$ cat src/rtl/prbs_checker_lfsr.sv
// ---------------------------------------------------------------------------
// prbs_checker_lfsr
//
// Receive-side PRBS checker for the DAC data path. Self-synchronises a local
// history register to the incoming serial stream, declares lock after a run
// of correct predictions, then free-runs and counts bit errors.
//
// Ports
//   dac_clk             in   clock, rising edge
//   reset_n             in   synchronous, active-low reset
//   bit_valid           in   qualifies prbs_bit_in
//   prbs_bit_in         in   received serial bit
//   prbs_pn_select_reg  in   [4:0] 0=PN3 .. 14=PN31, 15..31 unsupported
//   clear_cnt           in   synchronous clear of err_count (wins over +1)
//   locked              out  checker aligned
//   bit_err             out  one-cycle pulse per mismatched bit while locked
//   err_count           out  [ERR_W-1:0] accumulated error count
//   lfsr_state          out  [32:0] history register, h[0] = newest bit
//
// Build option
//   PRBS_CHK_ERR_SAT_EN  defined: err_count saturates at all-ones.
//                        undefined: err_count wraps.
// ---------------------------------------------------------------------------
module prbs_checker_lfsr #(
    parameter int LOCK_MATCH = 64,
    parameter int WINDOW     = 256,
    parameter int LOSS_ERRS  = 8,
    parameter int ERR_W      = 32
) (
    input  logic             dac_clk,
    input  logic             reset_n,
    input  logic             bit_valid,
    input  logic             prbs_bit_in,
    input  logic [4:0]       prbs_pn_select_reg,
    input  logic             clear_cnt,
    output logic             locked,
    output logic             bit_err,
    output logic [ERR_W-1:0] err_count,
    output logic [32:0]      lfsr_state
);

    // Counters run 0..limit-1; the limit itself is detected on the last step.
    localparam int MATCH_W = (LOCK_MATCH > 1) ? $clog2(LOCK_MATCH) : 1;
    localparam int WIN_W   = (WINDOW     > 1) ? $clog2(WINDOW)     : 1;
    localparam int LERR_W  = (LOSS_ERRS  > 1) ? $clog2(LOSS_ERRS)  : 1;

    localparam logic [MATCH_W-1:0] MATCH_LAST = MATCH_W'(LOCK_MATCH - 1);
    localparam logic [WIN_W-1:0]   WIN_LAST   = WIN_W'(WINDOW - 1);
    localparam logic [LERR_W-1:0]  LERR_LAST  = LERR_W'(LOSS_ERRS - 1);

    typedef enum logic [1:0] {
        ST_FILL   = 2'd0,
        ST_SEARCH = 2'd1,
        ST_LOCKED = 2'd2
    } state_t;

    // One-hot bit at history position t-1 for polynomial tap t.
    function automatic logic [32:0] tap_bit(input int t);
        return 33'd1 << (t - 1);
    endfunction

    // Tap mask over the history register; zero for unsupported selects.
    function automatic logic [32:0] tap_mask(input logic [4:0] sel);
        logic [32:0] m;
        m = '0;
        case (sel)
            5'd0:  m = tap_bit(3)  | tap_bit(2);
            5'd1:  m = tap_bit(5)  | tap_bit(3);
            5'd2:  m = tap_bit(7)  | tap_bit(6);
            5'd3:  m = tap_bit(9)  | tap_bit(5);
            5'd4:  m = tap_bit(11) | tap_bit(9);
            5'd5:  m = tap_bit(13) | tap_bit(12) | tap_bit(2)  | tap_bit(1);
            5'd6:  m = tap_bit(15) | tap_bit(14);
            5'd7:  m = tap_bit(17) | tap_bit(14);
            5'd8:  m = tap_bit(19) | tap_bit(18) | tap_bit(17) | tap_bit(14);
            5'd9:  m = tap_bit(21) | tap_bit(19);
            5'd10: m = tap_bit(23) | tap_bit(18);
            5'd11: m = tap_bit(25) | tap_bit(22);
            5'd12: m = tap_bit(27) | tap_bit(26) | tap_bit(25) | tap_bit(22);
            5'd13: m = tap_bit(29) | tap_bit(27);
            5'd14: m = tap_bit(31) | tap_bit(28);
            default: m = '0;
        endcase
        return m;
    endfunction

    state_t             state_q,    state_d;
    logic [32:0]        h_q,        h_d;
    logic [5:0]         fill_cnt_q, fill_cnt_d;
    logic [MATCH_W-1:0] match_cnt_q, match_cnt_d;
    logic [WIN_W-1:0]   win_cnt_q,  win_cnt_d;
    logic [LERR_W-1:0]  win_errs_q, win_errs_d;
    logic [4:0]         sel_q,      sel_d;
    logic               locked_q,   locked_d;
    logic               bit_err_q,  bit_err_d;
    logic [ERR_W-1:0]   err_cnt_q,  err_cnt_d;

    logic       predicted;
    logic       mismatch;
    logic       sel_changed;
    logic       sel_bad;
    logic       err_inc;
    logic [5:0] fill_last;

    // PN order N = 2*sel + 3, so the last fill index is 2*sel + 2.
    assign fill_last   = {prbs_pn_select_reg, 1'b0} + 6'd2;
    assign predicted   = ^(h_q & tap_mask(prbs_pn_select_reg));
    assign mismatch    = prbs_bit_in ^ predicted;
    assign sel_changed = (prbs_pn_select_reg != sel_q);
    assign sel_bad     = (prbs_pn_select_reg > 5'd14);

    always_comb begin
        state_d     = state_q;
        h_d         = h_q;
        fill_cnt_d  = fill_cnt_q;
        match_cnt_d = match_cnt_q;
        win_cnt_d   = win_cnt_q;
        win_errs_d  = win_errs_q;
        locked_d    = locked_q;
        bit_err_d   = 1'b0;
        err_inc     = 1'b0;
        sel_d       = prbs_pn_select_reg;

        if (sel_changed || sel_bad) begin
            // A new polynomial invalidates everything learned so far; the
            // bit arriving with the change is discarded.
            state_d     = ST_FILL;
            fill_cnt_d  = '0;
            match_cnt_d = '0;
            win_cnt_d   = '0;
            win_errs_d  = '0;
            locked_d    = 1'b0;
        end else if (bit_valid) begin
            case (state_q)
                ST_FILL: begin
                    h_d = {h_q[31:0], prbs_bit_in};
                    if (fill_cnt_q == fill_last) begin
                        state_d     = ST_SEARCH;
                        fill_cnt_d  = '0;
                        match_cnt_d = '0;
                    end else begin
                        fill_cnt_d = fill_cnt_q + 6'd1;
                    end
                end

                ST_SEARCH: begin
                    // Received bit always enters the history so a wrong
                    // guess flushes out after N bits.
                    h_d = {h_q[31:0], prbs_bit_in};
                    if (mismatch) begin
                        match_cnt_d = '0;
                    end else if (match_cnt_q == MATCH_LAST) begin
                        state_d     = ST_LOCKED;
                        locked_d    = 1'b1;
                        match_cnt_d = '0;
                        win_cnt_d   = '0;
                        win_errs_d  = '0;
                    end else begin
                        match_cnt_d = match_cnt_q + 1'b1;
                    end
                end

                ST_LOCKED: begin
                    // Free-run on our own prediction so a line error is
                    // counted once rather than once per tap.
                    h_d       = {h_q[31:0], predicted};
                    bit_err_d = mismatch;
                    err_inc   = mismatch;
                    if (mismatch && (win_errs_q == LERR_LAST)) begin
                        state_d    = ST_FILL;
                        locked_d   = 1'b0;
                        fill_cnt_d = '0;
                        win_cnt_d  = '0;
                        win_errs_d = '0;
                    end else if (win_cnt_q == WIN_LAST) begin
                        win_cnt_d  = '0;
                        win_errs_d = '0;
                    end else begin
                        win_cnt_d  = win_cnt_q + 1'b1;
                        win_errs_d = win_errs_q + LERR_W'(mismatch);
                    end
                end

                default: begin
                    state_d  = ST_FILL;
                    locked_d = 1'b0;
                end
            endcase
        end

        // Clear has priority over a coincident error.
        err_cnt_d = err_cnt_q;
        if (clear_cnt) begin
            err_cnt_d = '0;
        end else if (err_inc) begin
`ifdef PRBS_CHK_ERR_SAT_EN
            if (err_cnt_q != {ERR_W{1'b1}}) begin
                err_cnt_d = err_cnt_q + 1'b1;
            end
`else
            err_cnt_d = err_cnt_q + 1'b1;
`endif
        end
    end

    always_ff @(posedge dac_clk) begin
        if (!reset_n) begin
            state_q     <= ST_FILL;
            h_q         <= '0;
            fill_cnt_q  <= '0;
            match_cnt_q <= '0;
            win_cnt_q   <= '0;
            win_errs_q  <= '0;
            // Track the select through reset so release is not seen as a change.
            sel_q       <= sel_d;
            locked_q    <= 1'b0;
            bit_err_q   <= 1'b0;
            err_cnt_q   <= '0;
        end else begin
            state_q     <= state_d;
            h_q         <= h_d;
            fill_cnt_q  <= fill_cnt_d;
            match_cnt_q <= match_cnt_d;
            win_cnt_q   <= win_cnt_d;
            win_errs_q  <= win_errs_d;
            sel_q       <= sel_d;
            locked_q    <= locked_d;
            bit_err_q   <= bit_err_d;
            err_cnt_q   <= err_cnt_d;
        end
    end

    assign locked     = locked_q;
    assign bit_err    = bit_err_q;
    assign err_count  = err_cnt_q;
    assign lfsr_state = h_q;

endmodule

$ cat config.mk
export PLATFORM = sky130hd
export DESIGN_NAME = prbs_checker_lfsr
export DESIGN_NICKNAME = d
export VERILOG_FILES = /design/src/rtl/prbs_checker_lfsr.sv
export SDC_FILE = /design/constraint.sdc
export NUM_CORES = 1
export LEC_CHECK = 0
export CORE_UTILIZATION = 52
export CTS_BUF_LIST = sky130_fd_sc_hd__clkbuf_2 sky130_fd_sc_hd__clkbuf_4 sky130_fd_sc_hd__clkbuf_8
export DETAILED_ROUTE_END_ITERATION = 16
export GPL_ROUTABILITY_DRIVEN = 0
export HOLD_SLACK_MARGIN = 0.02
export PLACE_DENSITY_LB_ADDON = 0.25
export REMOVE_ABC_BUFFERS = 1
export SLEW_MARGIN = 15
export SYNTH_ARGS = -nofsm -noshare
export SYNTH_HDL_FRONTEND = slang
export SYNTH_SLANG_ARGS = --single-unit
$ cat constraint.sdc
create_clock -name dac_clk -period 4.3 [get_ports dac_clk]
set_input_delay 0.645 -clock dac_clk [delete_from_list [all_inputs] [get_ports dac_clk]]
set_output_delay 0.645 -clock dac_clk [all_outputs]
set_load 0.005 [all_outputs]
## After elaboration in Yosys (flattened, before gate mapping)

Memories as Yosys holds them, arrays and structs flattened.
Index checks and enable logic that the tools add are counted.

- Bits in registers: 97
- Bits in read-only memories: 384
- Input port bits: 10
- Output and inout port bits: 67
- Logic and storage cells: 82
- Memories: 1

- $add $sub $neg: 6
- $lt $le $gt $ge: 1
- Eq/ne operators: 11
- Mux-type cells: 31
- Bitwise gates (word level): 5
- Reduce and logical (&&, ||, !) cells: 17

Memory list:

| memory | depth | width | rd ports | clocked after memory_dff | write ports | RTL line | text |
|---|---|---|---|---|---|---|---|
| (name not given) | 16 | 24 | 1 | 0 | 0 | 66 | `case (sel)` |

Operators by type and width:

| cell | number |
|---|---|
| 33-bit one-hot mux with 2 select lines | 1 |
| 33-bit AND | 1 |
| 33-bit two-way mux | 1 |
| 33-bit XOR reduction | 1 |
| 32-bit by 1-bit adder with 32-bit output, second input constant | 1 |
| 8-bit two-way mux | 4 |
| 6-bit two-way mux | 5 |
| 6-bit one-hot mux with 2 select lines | 2 |
| 8-bit one-hot mux with 2 select lines | 1 |
| 6-bit by 1-bit adder with 6-bit output, second input constant | 2 |
| 3-bit two-way mux | 4 |
| 5-bit AND reduction | 2 |
| 3-bit AND reduction | 3 |
| 8-bit by 1-bit adder with 8-bit output, second input constant | 1 |
| 8-bit == test, second input constant | 1 |
| 2-bit two-way mux | 4 |
| 2-bit inequality test, second input constant | 4 |
| 2-bit nonzero test | 4 |
| 6-bit by 2-bit adder with 6-bit output, second input constant | 1 |
| 6-bit == test | 1 |
| 6-bit == test, second input constant | 1 |
| 1-bit two-way mux | 6 |
| 2-bit one-hot mux with 3 select lines | 1 |
| 3-bit one-hot mux with 2 select lines | 1 |
| 14 further kinds | 18 |

## Longest topological paths before layout

Gate-level depths: netlist of run 1.
An unclocked memory read counts as a cell.

- Depth after elaboration: 9
- Mapped depth: 16
- Depth with buffers taken out: 14

## Worst setup path after synthesis of run 1

No wires, ideal clock.

- Path type: in2reg
- From: in prbs_pn_select_reg[1]
- To: reg err_cnt_q[26] (netlist: err_count[26])
- Library setup time: 0.070 ns
- Data arrival time: 3.766 ns
- Data required time: 4.230 ns
- Path slack: 0.463 ns
- Stages on the path: 13
- Cells stage by stage: clkbuf_1 inv_1 ha_1 or2b_1 o32a_1 and3_1 xnor2_1 a221oi_2 xnor3_1 or4_4 buf_6 or3_1 a21oi_1

- Cells in the longest elaborated chain, start to end: 8
- Elaborated cells between the ends (all ways): 11

Ends and longest elaborated chain:

| item | RTL line | text |
|---|---|---|
| start, declared | 34 | `input logic [4:0] prbs_pn_select_reg,` |
| memory 16 x 24 bit | - |  |
| 33-bit two-way mux | 66 |  |
| 33-bit AND | 107 | `assign predicted = ^(h_q & tap_mask(prbs_pn_select_reg));` |
| 33-bit XOR reduction | 107 |  |
| 1-bit bitwise XOR | 108 | `assign mismatch = prbs_bit_in ^ predicted;` |
| 1-bit two-way mux | - |  |
| 1-bit two-way mux | 133 | `end else if (bit_valid) begin` |
| 1-bit two-way mux (*) | - |  |
| end signal, assigned | 229 | `err_cnt_q <= err_cnt_d;` |
| end, declared | 96 | `logic [ERR_W-1:0] err_cnt_q, err_cnt_d;` |

Mark *: on every way between the ends. The rest lies on a longest branch, timed or not.
A chain may end at the register's enable or synchronous reset.

## Final worst setup path of run 1

- From: in prbs_pn_select_reg[0]
- To: reg err_cnt_q[28] (netlist: err_count[28])

Same word-level chain as after synthesis.

==> results by group, run 1 <==
Worst setup path
  • CP Class: in -> reg
  • Worst R2R End: err_count[28]$_SDFFE_PP0P_
  • R2R setup slack: 1.08 ns
  • Data arrival, critical path: 4.28 ns
  • Crit path from: prbs_pn_select_reg[0]
  • Worst R2R Path Depth: 9
  • Crit path capture type: register
  • Critical path startpoint category: primary input
  • Crit-path max FO: 15
  • FF-to-FF Start: lfsr_state[24]$_SDFFE_PN0P_
  • Critical path data required time: 4.59 ns

Floorplan
  • Die ar.: 9880 um2
  • # rows: 35
  • Core area: 9200 um2
  • Initial core utilization: 53.6%
  • Die H: 99.4 um
  • Ports: 77
  • Die X: slightly below 100 um

Clock network
  • CTS tree: built
  • CTS Hold Bufs: 0
  • Num CTS Buffers: 9
  • Clk root buf: clkbuf_8
  • Setup bufs post-CTS: 0
  • CTS H-tree depth: 3
  • Sink Count: 97
  • Worst skew pair latency: roughly 0.36 ns
  • Clk buf depth: 2
  • Worst-path clk slew: 0.09 ns
  • Post-CTS sizing: 0

Timing
  • Slew @ Worst Pin: 1.00 ns
  • Slew HR: 33.2%
  • Max Slew Vio Count: 0
  • Final Critical Period: 3.99 ns
  • Period utilization: between 90% and 100%
  • PnR worst setup slack: 0.314 ns
  • Final Setup Violations: 0
  • Final Hold Fails: 0
  • RSZ-0062 raised after global routing: false
  • Fin Hold WS: between 0.4 and 0.5 ns
  • Fmax: 251 MHz
  • Worst Clk Skew: 0.0143 ns

Logic synthesis
  • Mapped Avg Cell Area: approximately 8 um2
  • Unique cell type count in the Yosys netlist: 53
  • Syn. warnings: 0
  • Register area share after synthesis: 39.4%
  • Most common cell in the netlist: nand2_1
  • Synth top area share: 39.4%
  • Cells after Synth: 610
  • Post-synth top area cell: dfxtp_1
  • Ys flop type: dfxtp_1
  • EDFF count, synth: 0
  • Post-Synthesis Cell Area: 4930 um2
  • Post-synthesis async set-or-reset flop share: 0%
  • Post-synth top cells: 112 x nand2_1, 97 x dfxtp_1, 46 x a21oi_1
  • Synth Register Bits: just under 100
  • Synth area leaders: dfxtp_1 39%, nand2_1 8.5%, a21boi_0 4.9%

Detailed routing
  • Initial DRT Pass Iterations: 7
  • Routed Antenna Nets: 0
  • DR DRC count: 0
  • Routed Wire Length: between 10000 and 15000 um
  • Avg WL per Cell: 14.8 um
  • DR vias: 4673
  • Vias per Instance: 5.79
  • Initial DRC count: 271

Global routing
  • Largest net degree at the start of global routing: 39
  • Vias in the first global route: 4280
  • Grt total ovfl: 0
  • Initial antenna violation count: 0
  • All-Layer GR Usage: between 20% and 30%
  • First-pass GRT wire length: about 20000 um

Final layout
  • Finished Cell Area: ~6000 um2
  • Ant. Diodes: 0
  • Final net count: 713
  • Cell Count, Final, Fillers Out: just over 800
  • Layout area overhead: 23.6%
  • Ratio of cells with drive above 1 in the final layout: 7.18%

Power and ir drop
  • Sw Pwr: 0.362 mW
  • Clock share of power: 37.2%
  • Total Power Consumption: between 1.5 and 2 mW
  • Leakage: 1.98 nW
  • Sw Ratio: 22.9%
  • Cell Int Power: around 1.2 mW
  • Worst VDD drop: between 100 and 150 uV
  • Power Dens Cells: 260 nW/um2
  • Combinational power share: 5.9%
  • Reg power frac: 56.9%

Run status
  • Status: finished clean

Min path
  • Hold crit path type: reg -> reg
  • Hold Path Origin: lfsr_state[15]$_SDFFE_PN0P_
  • Worst hold path depth: 2
  • Worst hold endpoint: lfsr_state[16]$_SDFFE_PN0P_

Placement
  • Port bufs: 76
  • Pre-CTS setup slack: -0.0288 ns
  • Post-DP HPWL: between 8000 and 9000 um
  • Placed Cells: about 800
  • Placed cell area: 5900 um2

Flow run
  • MaxCap Viol Count: 0
## logic make-up after synthesis
logic type / after synthesis / synth area share, %
simple gates: 261 / 26.4
compound gates: 163 / 21.6
flops: 97 / 39.4
buf+inv: 46 / 3.85
xor+xnor: 30 / 5.60
fa+ha+maj: 11 / 2.79
mux: 2 / 0.406
## per-layer routing
layer | part of all wire, % | GRT usage, % | vias up
met5 | 0 | 0 | -
met1 | 45 | 31.4 | 2228
met4 | 1.6 | 8.48 | 0
li1 | - | - | 2325
met2 | 50 | 41.4 | 104
met3 | 3.7 | 3.09 | 16
## sequential cells by signal, indices dropped and copies added, names as in the netlist
signal       flops
win_cnt_q        8
sel_q            5
err_count       32
fill_cnt_q       6
locked           1
win_errs_q       3
bit_err          1
lfsr_state      33
match_cnt_q      6
state_q          2
## power groups by stage
stage                     combinational, mW  sequential [mW]  clock (mW)
after floorplan                      0.0437            0.922           0
after global placement               0.0896            0.922           0
after detailed placement             0.0920            0.923           0
after CTS                            0.0924            0.901       0.600
after global routing                  0.101            0.902       0.635
final                                0.0936            0.901       0.589
## critical path: stages
cell             delay, ns
clkdlybuf4s50_1       0.56
inv_1                 0.09
ha_1                  0.25
and2_1                0.18
a221oi_1              0.35
xnor2_1               0.14
nor2_1                0.13
xor2_1                0.24
xnor3_1               0.52
or4_4                 0.66
or3_1                 0.38
a21oi_1               0.14
## worst max-delay path by stage
stage | end | slack (ns)
after floorplan | lfsr_state[0]$_SDFFE_PN0P_ | 0.61
after global placement | err_count[22]$_SDFFE_PP0P_ | 0.15
after detailed placement | err_count[28]$_SDFFE_PP0P_ | -0.03
after CTS | err_count[28]$_SDFFE_PP0P_ | 0.32
after global routing | win_errs_q[0]$_SDFFE_PP0P_ | 0.07
final | err_count[28]$_SDFFE_PP0P_ | 0.31
## cells in the final DEF (no fill, tap or decap), types with 8 or more instances in the layout
master / synthesis / layout
buf_4: 0 / 23
nand3_1: 28 / 28
xor2_1: 9 / 9
inv_1: 17 / 17
nand4_1: 8 / 8
or4_1: 10 / 10
a21boi_0: 32 / 32
ha_1: 11 / 11
xnor2_1: 20 / 20
dfxtp_1: 97 / 97
o31ai_1: 8 / 8
nor2_1: 24 / 24
or3_1: 22 / 22
clkbuf_8: 0 / 9
o21ai_0: 33 / 33
clkdlybuf4s50_1: 0 / 76
and3_1: 9 / 9
a21oi_1: 46 / 45
nand2b_1: 11 / 11
nand2_1: 112 / 112
## per-stage QoR
| step | util, % | TNS, ns |
|---|---|---|
| detailed placement | 64.2 | -0.103 |
| global route | 66.3 | 0 |
| floorplan | - | 0 |
| CTS | 66.3 | 0 |
| global placement | 64.2 | 0 |
| finish | 66.3 | 0 |
## final cells by class
class,instances,area [um2]
clock buffers,11,139
clock inverters,4,55.1
fillers,764,3100
inverters,17,63.8
multi-input cells,467,2810
flip-flops and latches,97,1940
well taps,111,139
repair buffers,100,953
No activity file was read; power rests on OpenSTA's default activity.
==> inputs of run 2 (changes only) <==
CORE_MARGIN = 2   (was unset)
RECOVER_POWER = 50   (was unset)
TNS_END_PERCENT = 20   (was unset)
==> run 2 against run 1 <==
  * Clock power up 4.2%
  * Fmax down 1.0%
  * Register-to-register slack improved by 0.03 ns
  * Global-route usage shrank 0.31 points
  * Sequential power hardly changed
  * Via count up 0.71%
  * Final cell count increased by 2.6%
  * First-iteration DRC count down 20%
  * Wire length grew 0.90%
  * Design area up 0.45%
  * Count of clock-buffer cells in the layout did not move
  * Largest power group unchanged
==> results by group, run 2 (synthesis gave the netlist of run 1 again) <==
Min path
  • Hold crit path type: reg -> reg (unchanged)
  • Hold Path Origin: lfsr_state[19]$_SDFFE_PN0P_ (was lfsr_state[15]$_SDFFE_PN0P_)

Global routing
  • Initial antenna violation count: 0 (unchanged)
  • Vias in the first global route: 4369 (was 4280)
  • First-pass GRT wire length: 20100 um (was 19600 um)
  • Grt total ovfl: 0 (unchanged)
  • Largest net degree at the start of global routing: 39 (unchanged)
  • All-Layer GR Usage: 23.9% (was 24.2%)

Timing
  • Fmax: 248 MHz (was 251 MHz)
  • Period utilization: 93.6% (was 92.7%)
  • PnR worst setup slack: 0.274 ns (was 0.314 ns)
  • Slew @ Worst Pin: 1.03 ns (was 1.00 ns)
  • Final Setup Violations: 0 (unchanged)
  • Worst Clk Skew: 0.0138 ns (was 0.0143 ns)
  • RSZ-0062 raised after global routing: false (unchanged)
  • Final Critical Period: 4.03 ns (was 3.99 ns)
  • Slew HR: 31.4% (was 33.2%)
  • Max Slew Vio Count: 0 (unchanged)
  • Final Hold Fails: 0 (unchanged)
  • Fin Hold WS: 0.468 ns (was 0.483 ns)

Detailed routing
  • Routed Antenna Nets: 0 (unchanged)
  • Initial DRT Pass Iterations: 5 (was 7)
  • Top routing layer in use: met4 (unchanged)
  • Met2 wire len: 6090 um (was 5910 um)
  • Vias per Instance: 5.68 (was 5.79)
  • Initial DRC count: 216 (was 271)
  • Met3 WL post-DR: 345 um (was 443 um)
  • DR DRC count: 0 (unchanged)
  • Avg WL per Cell: 14.5 um (was 14.8 um)
  • Met1 WL: 5350 um (was 5380 um)
  • Routed Wire Length: 12000 um (was 11900 um)
  • DR vias: 4706 (was 4673)

Run status
  • Status: finished clean (unchanged)

Clock network
  • Sink Count: 97 (unchanged)
  • CTS Hold Bufs: 0 (unchanged)
  • Num CTS Buffers: 9 (unchanged)
  • Worst-path clk slew: 0.09 ns (about the same)
  • Setup bufs post-CTS: 0 (unchanged)
  • CTS tree: built (unchanged)
  • Post-CTS sizing: 0 (unchanged)
  • Clk buf depth: 2 (unchanged)
  • Clk root buf: clkbuf_8 (unchanged)
  • CTS H-tree depth: 3 (unchanged)
  • Worst skew pair latency: 0.36 ns (about the same)

Final layout
  • End-of-flow core utilization: 66.3% (about the same)
  • Final net count: 715 (was 713)
  • Ant. Diodes: 0 (unchanged)
  • Layout area overhead: 24.1% (was 23.6%)
  • Commonest non-fill, non-tap cell in the layout: nand2_1 (unchanged)
  • Ratio of cells with drive above 1 in the final layout: 7.30% (was 7.18%)
  • # fillers: 780 (was 764)
  • Largest register FFs: 33 (unchanged)
  • Most frequent cells in the layout: 112 x nand2_1, 97 x dfxtp_1, 69 x dlygate4sd3_1 (was 112 x nand2_1, 97 x dfxtp_1, 76 x clkdlybuf4s50_1)

Floorplan
  • Die ar.: 10300 um2 (was 9880 um2)
  • Die X: 101 um (was 99.4 um)
  • Core area: 9240 um2 (was 9200 um2)
  • Initial core utilization: 53.4% (was 53.6%)
  • Ports: 77 (unchanged)
  • # rows: 35 (unchanged)
  • Die H: 101 um (was 99.4 um)

Worst setup path
  • Data arrival, critical path: 4.31 ns (was 4.28 ns)
  • FF-to-FF Start: lfsr_state[2]$_SDFFE_PN0P_ (was lfsr_state[24]$_SDFFE_PN0P_)
  • Critical path data required time: 4.58 ns (was 4.59 ns)
  • Crit path from: prbs_pn_select_reg[0] (unchanged)
  • Crit path capture type: register (unchanged)
  • CP max-delay cell: or4_4 (unchanged)
  • CP Class: in -> reg (unchanged)
  • Critical path startpoint category: primary input (unchanged)
  • Crit-path max FO: 15 (unchanged)
  • Slowest stage delay, CP: 0.66 ns (about the same)
  • CP Cell Sequence: clkdlybuf4s50_1, inv_1, ha_1, and2_0, a221oi_1, xnor2_1, nor2_1, xor2_1, xnor3_1, or4_4, or3_1, a21oi_1 (was clkdlybuf4s50_1, inv_1, ha_1, and2_1, a221oi_1, xnor2_1, nor2_1, xor2_1, xnor3_1, or4_4, or3_1, a21oi_1)

Flow run
  • MaxCap Viol Count: 0 (unchanged)

Power and ir drop
  • Leakage: 2.23 nW (was 1.98 nW)
  • Worst VDD drop: 164 uV (was 144 uV)
  • Power Dens Cells: 263 nW/um2 (was 260 nW/um2)

Placement
  • Port bufs: 76 (unchanged)
  • Pre-CTS setup slack: -0.0793 ns (was -0.0288 ns)
  • Post-DP HPWL: 8760 um (was 8700 um)
-- run 2: cell count changes in the layout (fill, tap and decap cells not counted), sizes merged --
cell / before / now
buf: 24 / 23
clkdlybuf4s50: 76 / 7
clkbuf: 11 / 14
clkinvlp: 1 / 0
inv: 17 / 19
dlygate4sd3: 0 / 69
-- run 2: final cells by class --
class | count | area [um2] | area share [%]
Clock buffer | 11 | 145 | 2.37
Clock inverter | 5 | 61.3 | 1.00
Inverter | 17 | 63.8 | 1.04
Multi-Input combinational cell | 467 | 2810 | 45.8
Sequential cell | 97 | 1940 | 31.7
Tap cell | 129 | 161 | 2.64
Timing Repair Buffer | 102 | 946 | 15.4
-- run 2: worst paths after layout --
| path | endpoint | slack (ns) | cells after the start |
|---|---|---|---|
| max | err_count[28]$_SDFFE_PP0P_ | 0.27 | 12 |
| min | lfsr_state[20]$_SDFFE_PN0P_ | 0.47 | 2 |
| max reg2reg | err_count[28]$_SDFFE_PP0P_ | 1.11 | 9 |
| min reg2reg | lfsr_state[20]$_SDFFE_PN0P_ | 0.47 | 2 |
-- run 2: worst max-delay path, delay by kind of cell --
kind            cells  cell delay [ns]
simple gates        4             1.35
fa+ha+maj           1             0.33
xor+xnor            3             0.83
compound gates      2             0.47
buf+inv             2             0.68
-- run 2: layer usage --
layer  up-vias  global-route usage, %
li1       2346                      -
met1      2254                   30.0
met3        22                   3.45
met2        84                   41.8
met4         0                   8.52
met5         -                      0
-- run 2: per-stage QoR --
| stage | std cells | area, um2 | total power [mW] | setup TNS, ns |
|---|---|---|---|---|
| after floorplan | 581 | 4810 | 0.966 | 0 |
| after global placement | 812 | 5930 | 1.01 | 0 |
| after detailed placement | 812 | 5930 | 1.02 | -0.691 |
| after CTS | 828 | 6130 | 1.62 | 0 |
| after global routing | 828 | 6120 | 1.67 | 0 |
| final | 828 | 6120 | 1.61 | 0 |
-- run 2: power by group --
| part | total, mW | internal [mW] | switching [mW] | leakage (nW) |
|---|---|---|---|---|
| clock | 0.614 | 0.296 | 0.318 | 0.108 |
| combinational | 0.0943 | 0.0403 | 0.0540 | 1.34 |
| sequential | 0.901 | 0.900 | 0.00129 | 0.783 |
